`config.mk`:
```
export PLATFORM = sky130hd
export DESIGN_NAME = entity_selector_flat
export DESIGN_NICKNAME = d
export VERILOG_FILES = /design/src/rtl/entity_selector_if.sv /design/src/rtl/entity_selector.sv /design/src/flat_wrapper.sv
export SDC_FILE = /design/constraint.sdc
export NUM_CORES = 1
export LEC_CHECK = 0
export CAP_MARGIN = 20
export CORE_MARGIN = 1
export CORE_UTILIZATION = 49
export DETAILED_ROUTE_END_ITERATION = 6
export HOLD_SLACK_MARGIN = 0.06
export PLACE_DENSITY = 0.86
export SETUP_SLACK_MARGIN = 0.3
export SLEW_MARGIN = 0
export SYNTH_ARGS = -nofsm -noshare
export SYNTH_HDL_FRONTEND = slang
export SYNTH_SLANG_ARGS = --single-unit
```
`constraint.sdc`:
```
create_clock -name Clk -period 4.4 [get_ports Clk]
set_input_delay 1.1 -clock Clk [delete_from_list [all_inputs] [get_ports Clk]]
set_output_delay 1.1 -clock Clk [all_outputs]
set_load 0.005 [all_outputs]
```
`src/rtl/entity_selector_if.sv`:
```
// entity_selector_if: pixel/game-state bundle between the video timing side and
// the entity selector, plus the resolved-entity results fed to the color mapper.
// Latency: n/a (wires only). Backpressure: none, the pixel stream never stalls.
// Ports (master = scan/game side, slave = entity_selector):
//   VGA_VS, DrawX, DrawY, pellet_present, obj_x/obj_y/obj_dir/obj_en, lose_game -> slave
//   entity, spriteAddrX/Y, mazeAddrX/Y, direction, frame_tick                  -> master
interface entity_selector_if;
  logic        VGA_VS;
  logic [9:0]  DrawX;
  logic [9:0]  DrawY;
  logic        pellet_present;
  logic [49:0] obj_x;
  logic [49:0] obj_y;
  logic [9:0]  obj_dir;
  logic [4:0]  obj_en;
  logic        lose_game;

  logic [6:0]  entity;
  logic [9:0]  spriteAddrX;
  logic [9:0]  spriteAddrY;
  logic [9:0]  mazeAddrX;
  logic [9:0]  mazeAddrY;
  logic [1:0]  direction;
  logic        frame_tick;

  modport master (
    output VGA_VS, DrawX, DrawY, pellet_present, obj_x, obj_y, obj_dir, obj_en, lose_game,
    input  entity, spriteAddrX, spriteAddrY, mazeAddrX, mazeAddrY, direction, frame_tick
  );

  modport slave (
    input  VGA_VS, DrawX, DrawY, pellet_present, obj_x, obj_y, obj_dir, obj_en, lose_game,
    output entity, spriteAddrX, spriteAddrY, mazeAddrX, mazeAddrY, direction, frame_tick
  );
endinterface

```
`src/rtl/entity_selector.sv`:
```
// entity_selector: per-pixel resolver choosing which entity covers (DrawX,DrawY).
// Latency: every output registered, 1 Clk after the pixel it describes; one pixel per cycle.
// Backpressure: none; object state is snapshotted on the VGA_VS falling edge.
// Ports: Clk, Reset (sync, active-high), bus (entity_selector_if.slave):
//   inputs  pixel coords, pellet flag, packed object x/y/dir/en (pacman in slot 0), lose_game
//   outputs entity code, sprite-relative and maze-relative addresses, direction, frame_tick
module entity_selector #(
  parameter int SPRITE_W = 16,
  parameter int SPRITE_H = 16,
  parameter int MAZE_X0  = 208,
  parameter int MAZE_Y0  = 116,
  parameter int MAZE_W   = 224,
  parameter int MAZE_H   = 248
) (
  input  logic                Clk,
  input  logic                Reset,
  entity_selector_if.slave    bus
);

  localparam int NOBJ   = 5;
  localparam int SW_BITS = $clog2(SPRITE_W);
  localparam int SH_BITS = $clog2(SPRITE_H);

  // Entity codes; object slot 0 is pacman, slots 1..4 are blinky..clyde.
  localparam logic [6:0] ENT_NONE   = 7'd0;
  localparam logic [6:0] ENT_PACMAN = 7'd1;
  localparam logic [6:0] ENT_BG     = 7'd2;
  localparam logic [6:0] ENT_PELLET = 7'd7;

  // Frame-consistent copy of the game state.
  logic       r_vs_d;
  logic [9:0] r_x   [NOBJ];
  logic [9:0] r_y   [NOBJ];
  logic [1:0] r_dir [NOBJ];
  logic [4:0] r_en;
  logic       r_lose;

  // Registered outputs.
  logic [6:0] r_entity;
  logic [9:0] r_spr_x;
  logic [9:0] r_spr_y;
  logic [9:0] r_maze_x;
  logic [9:0] r_maze_y;
  logic [1:0] r_direction;
  logic       r_frame_tick;

  logic        w_vs_fall;
  logic [10:0] w_dx  [NOBJ];
  logic [10:0] w_dy  [NOBJ];
  logic [NOBJ-1:0] w_hit;
  logic        w_in_maze;
  logic [2:0]  w_sel;
  logic        w_sel_vld;
  logic [6:0]  w_entity;
  logic [9:0]  w_spr_x;
  logic [9:0]  w_spr_y;
  logic [9:0]  w_maze_x;
  logic [9:0]  w_maze_y;
  logic [1:0]  w_direction;

  function automatic logic [6:0] code_of(input int i);
    return (i == 0) ? ENT_PACMAN : 7'(i + 2);
  endfunction

  assign w_vs_fall = r_vs_d & ~bus.VGA_VS;

  // Hit test in 11 bits: a sprite hanging off the right/bottom edge must not
  // alias onto column/row 0, so DrawX < x is rejected before the width test.
  always_comb begin
    for (int i = 0; i < NOBJ; i++) begin
      w_dx[i]  = {1'b0, bus.DrawX} - {1'b0, r_x[i]};
      w_dy[i]  = {1'b0, bus.DrawY} - {1'b0, r_y[i]};
      w_hit[i] = r_en[i]
                 && (bus.DrawX >= r_x[i]) && (w_dx[i] < 11'(SPRITE_W))
                 && (bus.DrawY >= r_y[i]) && (w_dy[i] < 11'(SPRITE_H));
    end
  end

  assign w_in_maze = ({1'b0, bus.DrawX} >= 11'(MAZE_X0))
                  && ({1'b0, bus.DrawX} <  11'(MAZE_X0 + MAZE_W))
                  && ({1'b0, bus.DrawY} >= 11'(MAZE_Y0))
                  && ({1'b0, bus.DrawY} <  11'(MAZE_Y0 + MAZE_H));

  // Priority resolve: walk lowest priority first so the highest-priority hit
  // (lowest slot index) is the last writer. Ghosts and pellets vanish during
  // the death sequence.
  always_comb begin
    w_sel       = 3'd0;
    w_sel_vld   = 1'b0;
    w_entity    = ENT_NONE;
    w_spr_x     = '0;
    w_spr_y     = '0;
    w_direction = 2'd0;
    w_maze_x    = '0;
    w_maze_y    = '0;

    if (w_in_maze) begin
      w_maze_x = bus.DrawX - 10'(MAZE_X0);
      w_maze_y = bus.DrawY - 10'(MAZE_Y0);
      w_entity = (bus.pellet_present && !r_lose) ? ENT_PELLET : ENT_BG;
    end

    for (int i = NOBJ - 1; i >= 0; i--) begin
      if (w_hit[i] && (i == 0 || !r_lose)) begin
        w_sel     = 3'(i);
        w_sel_vld = 1'b1;
        w_entity  = code_of(i);
      end
    end

    if (w_sel_vld) begin
      w_spr_x[SW_BITS-1:0] = w_dx[w_sel][SW_BITS-1:0];
      w_spr_y[SH_BITS-1:0] = w_dy[w_sel][SH_BITS-1:0];
      w_direction          = r_dir[w_sel];
    end
  end

  // The pixel registered on the snapshot edge still sees the old shadow state,
  // since the shadow registers update on that same edge.
  always_ff @(posedge Clk) begin
    if (Reset) begin
      r_vs_d       <= 1'b1;
      r_en         <= '0;
      r_lose       <= 1'b0;
      for (int i = 0; i < NOBJ; i++) begin
        r_x[i]   <= '0;
        r_y[i]   <= '0;
        r_dir[i] <= '0;
      end
      r_entity     <= '0;
      r_spr_x      <= '0;
      r_spr_y      <= '0;
      r_maze_x     <= '0;
      r_maze_y     <= '0;
      r_direction  <= '0;
      r_frame_tick <= 1'b0;
    end else begin
      r_vs_d       <= bus.VGA_VS;
      r_frame_tick <= w_vs_fall;
      if (w_vs_fall) begin
        r_en   <= bus.obj_en;
        r_lose <= bus.lose_game;
        for (int i = 0; i < NOBJ; i++) begin
          r_x[i]   <= bus.obj_x[i*10 +: 10];
          r_y[i]   <= bus.obj_y[i*10 +: 10];
          r_dir[i] <= bus.obj_dir[i*2 +: 2];
        end
      end
      r_entity    <= w_entity;
      r_spr_x     <= w_spr_x;
      r_spr_y     <= w_spr_y;
      r_maze_x    <= w_maze_x;
      r_maze_y    <= w_maze_y;
      r_direction <= w_direction;
    end
  end

  assign bus.entity      = r_entity;
  assign bus.spriteAddrX = r_spr_x;
  assign bus.spriteAddrY = r_spr_y;
  assign bus.mazeAddrX   = r_maze_x;
  assign bus.mazeAddrY   = r_maze_y;
  assign bus.direction   = r_direction;
  assign bus.frame_tick  = r_frame_tick;

endmodule

```
`src/flat_wrapper.sv`:
```
// flat-port wrapper written by rule: the top's interface ports become plain ports
module entity_selector_flat 
#(
  parameter int SPRITE_W = 16,
  parameter int SPRITE_H = 16,
  parameter int MAZE_X0  = 208,
  parameter int MAZE_Y0  = 116,
  parameter int MAZE_W   = 224,
  parameter int MAZE_H   = 248
)
  (Clk, Reset, bus_VGA_VS, bus_DrawX, bus_DrawY, bus_pellet_present, bus_obj_x, bus_obj_y, bus_obj_dir, bus_obj_en, bus_lose_game, bus_entity, bus_spriteAddrX, bus_spriteAddrY, bus_mazeAddrX, bus_mazeAddrY, bus_direction, bus_frame_tick);
  entity_selector_if bus_i ();
  input  logic Clk;
  input  logic Reset;
  input wire logic [$bits(bus_i.VGA_VS)-1:0] bus_VGA_VS;
  input wire logic [$bits(bus_i.DrawX)-1:0] bus_DrawX;
  input wire logic [$bits(bus_i.DrawY)-1:0] bus_DrawY;
  input wire logic [$bits(bus_i.pellet_present)-1:0] bus_pellet_present;
  input wire logic [$bits(bus_i.obj_x)-1:0] bus_obj_x;
  input wire logic [$bits(bus_i.obj_y)-1:0] bus_obj_y;
  input wire logic [$bits(bus_i.obj_dir)-1:0] bus_obj_dir;
  input wire logic [$bits(bus_i.obj_en)-1:0] bus_obj_en;
  input wire logic [$bits(bus_i.lose_game)-1:0] bus_lose_game;
  output wire logic [$bits(bus_i.entity)-1:0] bus_entity;
  output wire logic [$bits(bus_i.spriteAddrX)-1:0] bus_spriteAddrX;
  output wire logic [$bits(bus_i.spriteAddrY)-1:0] bus_spriteAddrY;
  output wire logic [$bits(bus_i.mazeAddrX)-1:0] bus_mazeAddrX;
  output wire logic [$bits(bus_i.mazeAddrY)-1:0] bus_mazeAddrY;
  output wire logic [$bits(bus_i.direction)-1:0] bus_direction;
  output wire logic [$bits(bus_i.frame_tick)-1:0] bus_frame_tick;
  assign bus_i.VGA_VS = bus_VGA_VS;
  assign bus_i.DrawX = bus_DrawX;
  assign bus_i.DrawY = bus_DrawY;
  assign bus_i.pellet_present = bus_pellet_present;
  assign bus_i.obj_x = bus_obj_x;
  assign bus_i.obj_y = bus_obj_y;
  assign bus_i.obj_dir = bus_obj_dir;
  assign bus_i.obj_en = bus_obj_en;
  assign bus_i.lose_game = bus_lose_game;
  assign bus_entity = bus_i.entity;
  assign bus_spriteAddrX = bus_i.spriteAddrX;
  assign bus_spriteAddrY = bus_i.spriteAddrY;
  assign bus_mazeAddrX = bus_i.mazeAddrX;
  assign bus_mazeAddrY = bus_i.mazeAddrY;
  assign bus_direction = bus_i.direction;
  assign bus_frame_tick = bus_i.frame_tick;
  entity_selector #(.SPRITE_W(SPRITE_W), .SPRITE_H(SPRITE_H), .MAZE_X0(MAZE_X0), .MAZE_Y0(MAZE_Y0), .MAZE_W(MAZE_W), .MAZE_H(MAZE_H)) u_core (.Clk(Clk), .Reset(Reset), .bus(bus_i));
endmodule
```
==> flow_results.xml, run 1 <==
<?xml version="1.0" encoding="UTF-8"?>
<metrics>
  <group name="status">
    <metric name="outcome" unit="">completed</metric>
  </group>
  <group name="place">
    <metric name="numPortBuffers" unit="">173</metric>
    <metric name="place_congestion" unit="">0.940</metric>
    <metric name="dp_cells" unit="">1885</metric>
    <metric name="placed_wire_length_estimate" unit="um">27900</metric>
  </group>
  <group name="cells_and_area">
    <metric name="fill_cells" unit="">1466</metric>
    <metric name="drive_gt1_frac" unit="">0.280</metric>
    <metric name="multi_input_comb_area" unit="sq um">7000</metric>
    <metric name="final_core_util" unit="">0.754</metric>
    <metric name="instances_no_fill" unit="">1948</metric>
    <metric name="num-nets-final" unit="">1911</metric>
    <metric name="sequential_cell_area" unit="sq um">4120</metric>
    <metric name="area_delta_synth_final" unit="%">49.1</metric>
    <metric name="antenna_cells" unit="">0</metric>
  </group>
  <group name="cts">
    <metric name="clkSinkCount" unit="">151</metric>
    <metric name="hold_buffers" unit="">0</metric>
    <metric name="cts_root_buf" unit="">clkbuf_16</metric>
    <metric name="cts.reportedPaths.clkPinSlew" unit="ns">0.07</metric>
    <metric name="worstSkewPairLatency" unit="ns">0.44</metric>
    <metric name="clock_tree.buffer_depth" unit="">2</metric>
    <metric name="clock_tree.htree_level_count" unit="">4</metric>
    <metric name="number_of_clock_buffers_inserted_by_tritoncts" unit="">17</metric>
    <metric name="tritoncts" unit="">built</metric>
  </group>
  <group name="sta">
    <metric name="worst_margin_pin_slew" unit="ns">0.991</metric>
    <metric name="max_slew_headroom_at_the_worst_pin" unit="">0.339</metric>
    <metric name="setup-violations-final" unit="">0</metric>
    <metric name="setup_repair_after_global_routing_missed_its_margin" unit="">yes</metric>
    <metric name="final_min_period_over_clock_period" unit="">0.972</metric>
    <metric name="slew_viol_final" unit="">0</metric>
    <metric name="totalNegativeSetupSlack" unit="ns">0</metric>
    <metric name="clock-skew-final" unit="ns">0.00965</metric>
    <metric name="hold_violations" unit="">0</metric>
    <metric name="final.min_clock_period" unit="ns">4.28</metric>
    <metric name="timing.fmax" unit="MHz">234</metric>
  </group>
  <group name="yosys">
    <metric name="yosysSeqAreaShare" unit="">0.369</metric>
    <metric name="synth_async_sr_flop_share" unit="">0</metric>
    <metric name="synth_warnings" unit="">0</metric>
    <metric name="synth_cell_types" unit="">91</metric>
    <metric name="synth_seq_cells" unit="">151</metric>
    <metric name="synth-edff-count" unit="">110</metric>
    <metric name="synthesis.area_per_instance" unit="sq um">9.42</metric>
    <metric name="synthesis.area" unit="sq um">11200</metric>
    <metric name="synthCells" unit="">1186</metric>
    <metric name="synth_top_flop_cell" unit="">edfxtp_1</metric>
  </group>
  <group name="floorplan">
    <metric name="fp.dieH" unit="um">153</metric>
    <metric name="floorplan.die_area" unit="sq um">23400</metric>
    <metric name="core.rowCount" unit="">54</metric>
    <metric name="design.portCount" unit="">190</metric>
    <metric name="dieWidth" unit="um">153</metric>
    <metric name="placeableCoreArea" unit="sq um">22100</metric>
    <metric name="floorplan.initialDensity" unit="">0.506</metric>
  </group>
  <group name="setup_path">
    <metric name="crit_required" unit="ns">4.75</metric>
    <metric name="critical_path_class" unit="">in -&gt; reg</metric>
    <metric name="reg2reg_depth" unit="">15</metric>
    <metric name="critical_path_peak_fanout" unit="">4</metric>
    <metric name="timing.rr.start" unit="">u_core.r_x[1][0]</metric>
    <metric name="r2r_slack" unit="ns">0.64</metric>
    <metric name="timing.critical_path.to_type" unit="">flop</metric>
    <metric name="arrival" unit="ns">4.63</metric>
    <metric name="timing.critical_path.from_type" unit="">input pin</metric>
    <metric name="regToRegEndpoint" unit="">u_core.bus.spriteAddrY[3]</metric>
  </group>
  <group name="global_routing">
    <metric name="grt_start_max_net_pins" unit="">113</metric>
    <metric name="number_of_antenna_violations_at_the_first_check_in_global_routing" unit="">0</metric>
    <metric name="first_global_vias" unit="">11000</metric>
    <metric name="grtUsageTotal" unit="">0.320</metric>
    <metric name="gr-total-overflow" unit="">0</metric>
    <metric name="wire_length_of_the_first_global_routing_pass" unit="um">58000</metric>
  </group>
  <group name="min_path">
    <metric name="worst_hold_path_type" unit="">reg -&gt; reg</metric>
    <metric name="min_delay_path_depth" unit="">1</metric>
    <metric name="startpoint_of_the_tightest_hold_check_path" unit="">u_core.r_en[3]</metric>
    <metric name="hold_end" unit="">u_core.r_en[3]</metric>
  </group>
  <group name="routing">
    <metric name="first_iter_violations" unit="">839</metric>
    <metric name="drt_wirelength" unit="um">38000</metric>
    <metric name="route.detailed.vias_per_inst" unit="">5.69</metric>
    <metric name="post-route-drc-count" unit="">0</metric>
    <metric name="detail-route-antenna-nets" unit="">0</metric>
    <metric name="dr.pass1.iters" unit="">5</metric>
    <metric name="detail_route.wl_per_cell" unit="um">19.5</metric>
    <metric name="dr_total_vias" unit="">11100</metric>
  </group>
  <group name="run">
    <metric name="maxCapViolCount" unit="">0</metric>
  </group>
  <group name="pwr">
    <metric name="clkPwrFrac" unit="">0.321</metric>
    <metric name="power-per-cell-area" unit="nW/um^2">279</metric>
    <metric name="comb_power_share" unit="">0.329</metric>
    <metric name="swShare" unit="">0.308</metric>
    <metric name="switching_power" unit="uW">1430</metric>
    <metric name="internal_dissipation" unit="uW">3220</metric>
    <metric name="seqPwrFrac" unit="">0.350</metric>
    <metric name="leakagePower" unit="uW">0.00715</metric>
    <metric name="irDropWorstVdd" unit="mV">0.228</metric>
  </group>
</metrics>
how the worst max path moves through the flow:
| stage | start | end | slack, ns | depth (start not counted) |
|---|---|---|---|---|
| global route | bus_DrawX[0] | u_core.bus.spriteAddrX[0] | -0.02 | 16 |
| finish | bus_DrawX[0] | u_core.bus.spriteAddrX[0] | 0.12 | 16 |
| CTS | bus_DrawX[0] | u_core.bus.direction[1] | 0.22 | 17 |
| floorplan | bus_DrawX[0] | u_core.bus.spriteAddrX[1] | 0.03 | 15 |
| global placement | bus_DrawX[0] | u_core.bus.spriteAddrY[1] | -0.69 | 16 |
| detailed placement | bus_DrawX[0] | u_core.bus.direction[1] | -0.79 | 15 |
metal layers:
layer  up-vias  track usage  wire length [um]  part of all wire
met2       579        0.519             17700              0.46
li1       5189            -                 -                 -
met5         -            0                 0                 0
met4         0        0.171              1960             0.051
met3       116       0.0445              2840             0.075
met1      5196        0.414             15600              0.41
placed cells by master (no fill, tap or decap), types with 8 or more instances in the layout:
master and count:
a211oi_1 8, a211oi_2 8, a21o_1 19, a21oi_1 43, a21oi_2 10, a31oi_1 11, and2_1 112, buf_4 293
buf_6 10, clkbuf_16 17, clkdlybuf4s50_1 154, conb_1 16, dfxtp_1 41, dlygate4sd2_1 12, edfxtp_1 110, ha_1 90
ha_4 14, inv_1 130, mux2i_1 10, nand2_1 45, nand2b_1 16, nand3_1 10, nand4_1 11, nor2_1 86
nor2b_1 25, nor3_1 18, nor3b_1 9, o2111ai_1 8, o21a_1 15, o21ai_0 38, o21bai_1 11, xnor2_1 23
xor2_1 18
power by group through the flow:
| stage | combinational [uW] | sequential, uW | clock, uW |
|---|---|---|---|
| after floorplan | 703 | 1650 | 0 |
| after global placement | 1320 | 1650 | 0 |
| after detailed placement | 1350 | 1660 | 0 |
| after CTS | 1440 | 1630 | 1490 |
| after global routing | 1640 | 1630 | 1550 |
| final | 1530 | 1630 | 1490 |
flip-flops by register name, indices dropped and copies added (netlist names), 4 cells and up:
register                count
u_core.r_y                 50
u_core.bus.spriteAddrY      4
u_core.r_x                 50
u_core.r_en                 5
u_core.bus.spriteAddrX      4
u_core.bus.mazeAddrY       10
u_core.bus.mazeAddrX       10
u_core.r_dir               10
repair_timing:
item | in CTS | in global routing
setup endpoints to repair | 13 | 13
resized for setup | 121 | 50
cloned | 0 | 0
pin swaps | 41 | 32
buffers inserted | 20 | 11
critical path, stage by stage:
cell        delay [ns]
buf_8             0.10
clkinvlp_4        0.11
buf_12            0.12
ha_4              0.13
inv_2             0.03
fa_2              0.36
a211oi_4          0.23
o21bai_1          0.11
a21oi_1           0.19
xor2_1            0.17
o311ai_1          0.11
or4_1             0.53
or4_4             0.45
buf_6             0.15
or4_4             0.51
a221oi_2          0.23
area by class of cell:
class | count | share of cell area
inverters | 136 | 0.0312
clock inverters | 12 | 0.00759
repair buffers | 479 | 0.246
multi-input cells | 870 | 0.420
flip-flops and latches | 151 | 0.248
well taps | 280 | 0.0210
clock buffers | 20 | 0.0268
stage by stage:
step	setup slack (ns)	area [sq um]	total power, uW	hold slack, ns
2_1_floorplan	0.0293	11200	2350	0.441
3_3_place_gp	-0.691	15100	2970	0.457
3_5_place_dp	-0.785	15100	3010	0.476
4_1_cts	0.217	16300	4560	0.494
5_1_grt	-0.0222	16700	4830	0.506
6_report	0.122	16700	4650	0.493
cells in the mapped netlist, drive strengths merged (5+ instances only):
library cell | number | area, sq um
dfxtp | 41 | 821
ha | 106 | 1330
nor3 | 22 | 110
nand2b | 18 | 113
a21oi | 54 | 270
and2 | 113 | 707
mux2i | 11 | 110
nor2 | 91 | 342
a22o | 6 | 52.6
xnor2 | 23 | 201
o22ai | 6 | 43.8
nand2 | 46 | 173
o21a | 15 | 113
nor3b | 11 | 82.6
or4 | 12 | 93.8
o21ai | 44 | 228
a221oi | 8 | 70.1
buf | 22 | 171
a21o | 20 | 151
a211o | 5 | 43.8
o2111ai | 10 | 87.6
fa | 10 | 200
o21bai | 11 | 82.6
nor2b | 27 | 169
clkbuf | 22 | 83.8
nand3 | 10 | 50.1
nand4 | 11 | 68.8
edfxtp | 110 | 3300
and3 | 8 | 50.1
o31ai | 8 | 73.8
o211ai | 8 | 65.1
nor4 | 13 | 115
a31oi | 11 | 68.8
a211oi | 17 | 128
xor2 | 18 | 158
inv | 136 | 510
logic make-up after synthesis:
kind of cell	count (synthesis)	synth area share
compound gates	274	0.175
flops	151	0.369
xor+xnor	41	0.0321
mux	14	0.0129
other cells	1	0.000336
buf+inv	180	0.0686
simple gates	409	0.206
fa+ha+maj	116	0.137
(Power assumes the default switching activity.)
==> run 2, diff against run 1 <==
- CTS_BUF_LIST: unset -> sky130_fd_sc_hd__clkbuf_16
==> run 2 against run 1 <==
Compared with the run above:
- first-iteration DRC count up 6.7%
- largest cell class unchanged
- clock power is essentially flat
- sequential share of layout area is essentially flat
- largest power group unchanged
- critical path type unchanged
- flip-flop and latch count unchanged
- register-to-register slack hardly changed
- utilization decreased by 0.057 points
- clock-buffer cell count shrank 3
- clock skew hardly changed
- via count decreased by 0.29%
- setup slack got worse by 0.0011 ns
- cell count unchanged
- power is 0.42% lower
==> flow_results.xml, run 2 (synthesized netlist as in run 1, its figures left out) <==
<?xml version="1.0" encoding="UTF-8"?>
<metrics>
  <group name="floorplan">
    <metric name="floorplan.initialDensity" unit="">0.506</metric>
    <metric name="placeableCoreArea" unit="sq um">22100</metric>
    <metric name="floorplan.die_area" unit="sq um">23400</metric>
    <metric name="dieWidth" unit="um">153</metric>
    <metric name="fp.dieH" unit="um">153</metric>
    <metric name="core.rowCount" unit="">54</metric>
    <metric name="design.portCount" unit="">190</metric>
  </group>
  <group name="setup_path">
    <metric name="regToRegEndpoint" unit="">u_core.bus.spriteAddrY[3]</metric>
    <metric name="timing.critical_path.to_type" unit="">flop</metric>
    <metric name="reg2reg_depth" unit="">15</metric>
    <metric name="cpPeakStageDelay" unit="ns">0.53</metric>
    <metric name="worst_path_max_delay_cell" unit="">or4_1</metric>
    <metric name="timing.critical_path.from_type" unit="">input pin</metric>
    <metric name="cell_with_the_most_instances_on_the_worst_path" unit="">or4_4</metric>
    <metric name="crit_required" unit="ns">4.75</metric>
    <metric name="path_depth" unit="">16</metric>
    <metric name="critical_path.cell_chain" unit="">buf_8 &gt; clkinvlp_4 &gt; buf_12 &gt; ha_4 &gt; inv_2 &gt; fa_2 &gt; a211oi_4 &gt; o21bai_1 &gt; a21oi_1 &gt; xor2_1 &gt; o311ai_1 &gt; or4_1 &gt; or4_4 &gt; buf_6 &gt; or4_4 &gt; a221oi_2</metric>
    <metric name="timing.critical_path.buf_inv" unit="">5</metric>
    <metric name="critical_path_class" unit="">in -&gt; reg</metric>
    <metric name="arrival" unit="ns">4.63</metric>
    <metric name="r2r_slack" unit="ns">0.65</metric>
    <metric name="timing.rr.start" unit="">u_core.r_x[1][0]</metric>
    <metric name="cp_top_family" unit="">simple AND/OR/NAND/NOR gates</metric>
    <metric name="critical_path_peak_fanout" unit="">4</metric>
  </group>
  <group name="sta">
    <metric name="worst_margin_pin_slew" unit="ns">0.971</metric>
    <metric name="final.min_clock_period" unit="ns">4.28</metric>
    <metric name="clock-skew-final" unit="ns">0.00992</metric>
    <metric name="setup_repair_after_global_routing_missed_its_margin" unit="">yes</metric>
    <metric name="final_min_period_over_clock_period" unit="">0.973</metric>
    <metric name="hold_violations" unit="">0</metric>
    <metric name="slew_viol_final" unit="">0</metric>
    <metric name="timing.fmax" unit="MHz">234</metric>
    <metric name="totalNegativeSetupSlack" unit="ns">0</metric>
    <metric name="setup-violations-final" unit="">0</metric>
    <metric name="max_slew_headroom_at_the_worst_pin" unit="">0.353</metric>
  </group>
  <group name="pwr">
    <metric name="leakagePower" unit="uW">0.00716</metric>
    <metric name="power-per-cell-area" unit="nW/um^2">278</metric>
    <metric name="tot_pwr" unit="uW">4630</metric>
    <metric name="irDropWorstVdd" unit="mV">0.228</metric>
  </group>
  <group name="routing">
    <metric name="route.detailed.vias_per_inst" unit="">5.67</metric>
    <metric name="route.top_layer_used" unit="">met4</metric>
    <metric name="dr.pass1.iters" unit="">5</metric>
    <metric name="routed-wl-met2" unit="um">17800</metric>
    <metric name="dr_total_vias" unit="">11000</metric>
    <metric name="drt_wirelength" unit="um">38100</metric>
    <metric name="detail_route.wl_per_cell" unit="um">19.6</metric>
    <metric name="post-route-drc-count" unit="">0</metric>
    <metric name="detail-route-antenna-nets" unit="">0</metric>
    <metric name="wl_met3" unit="um">2850</metric>
    <metric name="first_iter_violations" unit="">895</metric>
    <metric name="drt-met1-wl" unit="um">15600</metric>
  </group>
  <group name="cts">
    <metric name="cts.reportedPaths.clkPinSlew" unit="ns">0.07</metric>
    <metric name="clock_tree.htree_level_count" unit="">4</metric>
    <metric name="number_of_clock_buffers_inserted_by_tritoncts" unit="">17</metric>
    <metric name="cts_root_buf" unit="">clkbuf_16</metric>
    <metric name="clock_tree.buffer_depth" unit="">2</metric>
    <metric name="clkSinkCount" unit="">151</metric>
    <metric name="hold_buffers" unit="">0</metric>
    <metric name="tritoncts" unit="">built</metric>
    <metric name="worstSkewPairLatency" unit="ns">0.44</metric>
  </group>
  <group name="min_path">
    <metric name="startpoint_of_the_tightest_hold_check_path" unit="">u_core.r_en[2]</metric>
    <metric name="min_delay_path_depth" unit="">2</metric>
    <metric name="hold_end" unit="">u_core.r_en[2]</metric>
    <metric name="worst_hold_path_type" unit="">reg -&gt; reg</metric>
  </group>
  <group name="global_routing">
    <metric name="first_global_vias" unit="">11000</metric>
    <metric name="grtUsageTotal" unit="">0.320</metric>
    <metric name="number_of_antenna_violations_at_the_first_check_in_global_routing" unit="">0</metric>
    <metric name="gr-total-overflow" unit="">0</metric>
    <metric name="grt_start_max_net_pins" unit="">113</metric>
    <metric name="wire_length_of_the_first_global_routing_pass" unit="um">58000</metric>
  </group>
  <group name="cells_and_area">
    <metric name="instances_no_fill" unit="">1948</metric>
    <metric name="antenna_cells" unit="">0</metric>
    <metric name="layout.cells.most_common" unit="">buf_4</metric>
    <metric name="area_delta_synth_final" unit="%">49.0</metric>
    <metric name="top_regs" unit="">u_core.r_x: 50 flops, u_core.r_y: 50 flops</metric>
    <metric name="layout_common_cells" unit="">buf_4, clkdlybuf4s50_1, inv_1, and2_1, edfxtp_1</metric>
    <metric name="sequential_cell_area" unit="sq um">4120</metric>
    <metric name="drive_gt1_frac" unit="">0.279</metric>
    <metric name="multi_input_comb_area" unit="sq um">7000</metric>
    <metric name="num-nets-final" unit="">1911</metric>
    <metric name="fill_cells" unit="">1467</metric>
    <metric name="design_area_final" unit="sq um">16600</metric>
  </group>
  <group name="place">
    <metric name="place_congestion" unit="">0.940</metric>
    <metric name="numPortBuffers" unit="">173</metric>
    <metric name="dp_cells" unit="">1885</metric>
    <metric name="placed_cell_area" unit="sq um">15100</metric>
    <metric name="placed_wire_length_estimate" unit="um">27900</metric>
  </group>
  <group name="status">
    <metric name="outcome" unit="">completed</metric>
  </group>
  <group name="run">
    <metric name="maxCapViolCount" unit="">0</metric>
  </group>
</metrics>
[run 2: cell types whose count changed in the layout (fill, tap and decap cells not counted)]
cell      delta
clkinv_1     +1
inv_1        +2
ha_2         -1
clkbuf_1     -2
ha_1         +1
clkbuf_8     -1
[run 2: through the flow]
step                       util  setup WS, ns  hold slack (ns)
after floorplan               -        0.0293            0.441
after global placement    0.685        -0.691            0.457
after detailed placement  0.685        -0.785            0.476
after CTS                 0.739         0.217            0.494
after global routing      0.753       -0.0231            0.505
final                     0.753         0.121            0.487
[run 2: layer usage]
metal,vias to the layer above,GRT usage
li1,5191,-
met1,5170,0.413
met2,565,0.522
met3,122,0.0448
met4,0,0.166
met5,-,0
[run 2: power by group]
part	switching, uW	internal, uW
Sequential	27.0	1600
Combinational	763	768
Clock	645	827
Total	1440	3200
[run 2: worst reg2reg max path, stage by stage, from the launching register on]
cell and delay [ns]:
edfxtp_1 0.44, ha_4 0.20, fa_2 0.40, buf_4 0.16
nor2b_2 0.14, o21a_1 0.15, buf_4 0.12, mux2i_2 0.24
a211oi_2 0.11, or4_4 0.59, nor4_4 0.17, buf_4 0.17
nor4_4 0.04, a211o_1 0.29, or3_1 0.31, a21oi_1 0.14
[run 2: worst max-delay path by stage]
stage | from | to
final | bus_DrawX[0] | u_core.bus.spriteAddrX[0]
after global routing | bus_DrawX[0] | u_core.bus.spriteAddrX[0]
after CTS | bus_DrawX[0] | u_core.bus.direction[1]
after detailed placement | bus_DrawX[0] | u_core.bus.direction[1]
after global placement | bus_DrawX[0] | u_core.bus.spriteAddrY[1]
after floorplan | bus_DrawX[0] | u_core.bus.spriteAddrX[1]
[run 2: area by class of cell]
type | instances | area share
Tap cell | 280 | 0.0210
Clock inverter | 15 | 0.00827
Timing Repair Buffer | 479 | 0.246
Sequential cell | 151 | 0.248
Multi-Input combinational cell | 870 | 0.420
Clock buffer | 17 | 0.0256
Inverter | 136 | 0.0312
[run 2: timing repair]
action,in CTS,in global routing
setup endpoints to repair,13,13
resized for setup,121,49
pin swaps,41,32
buffers inserted,20,11
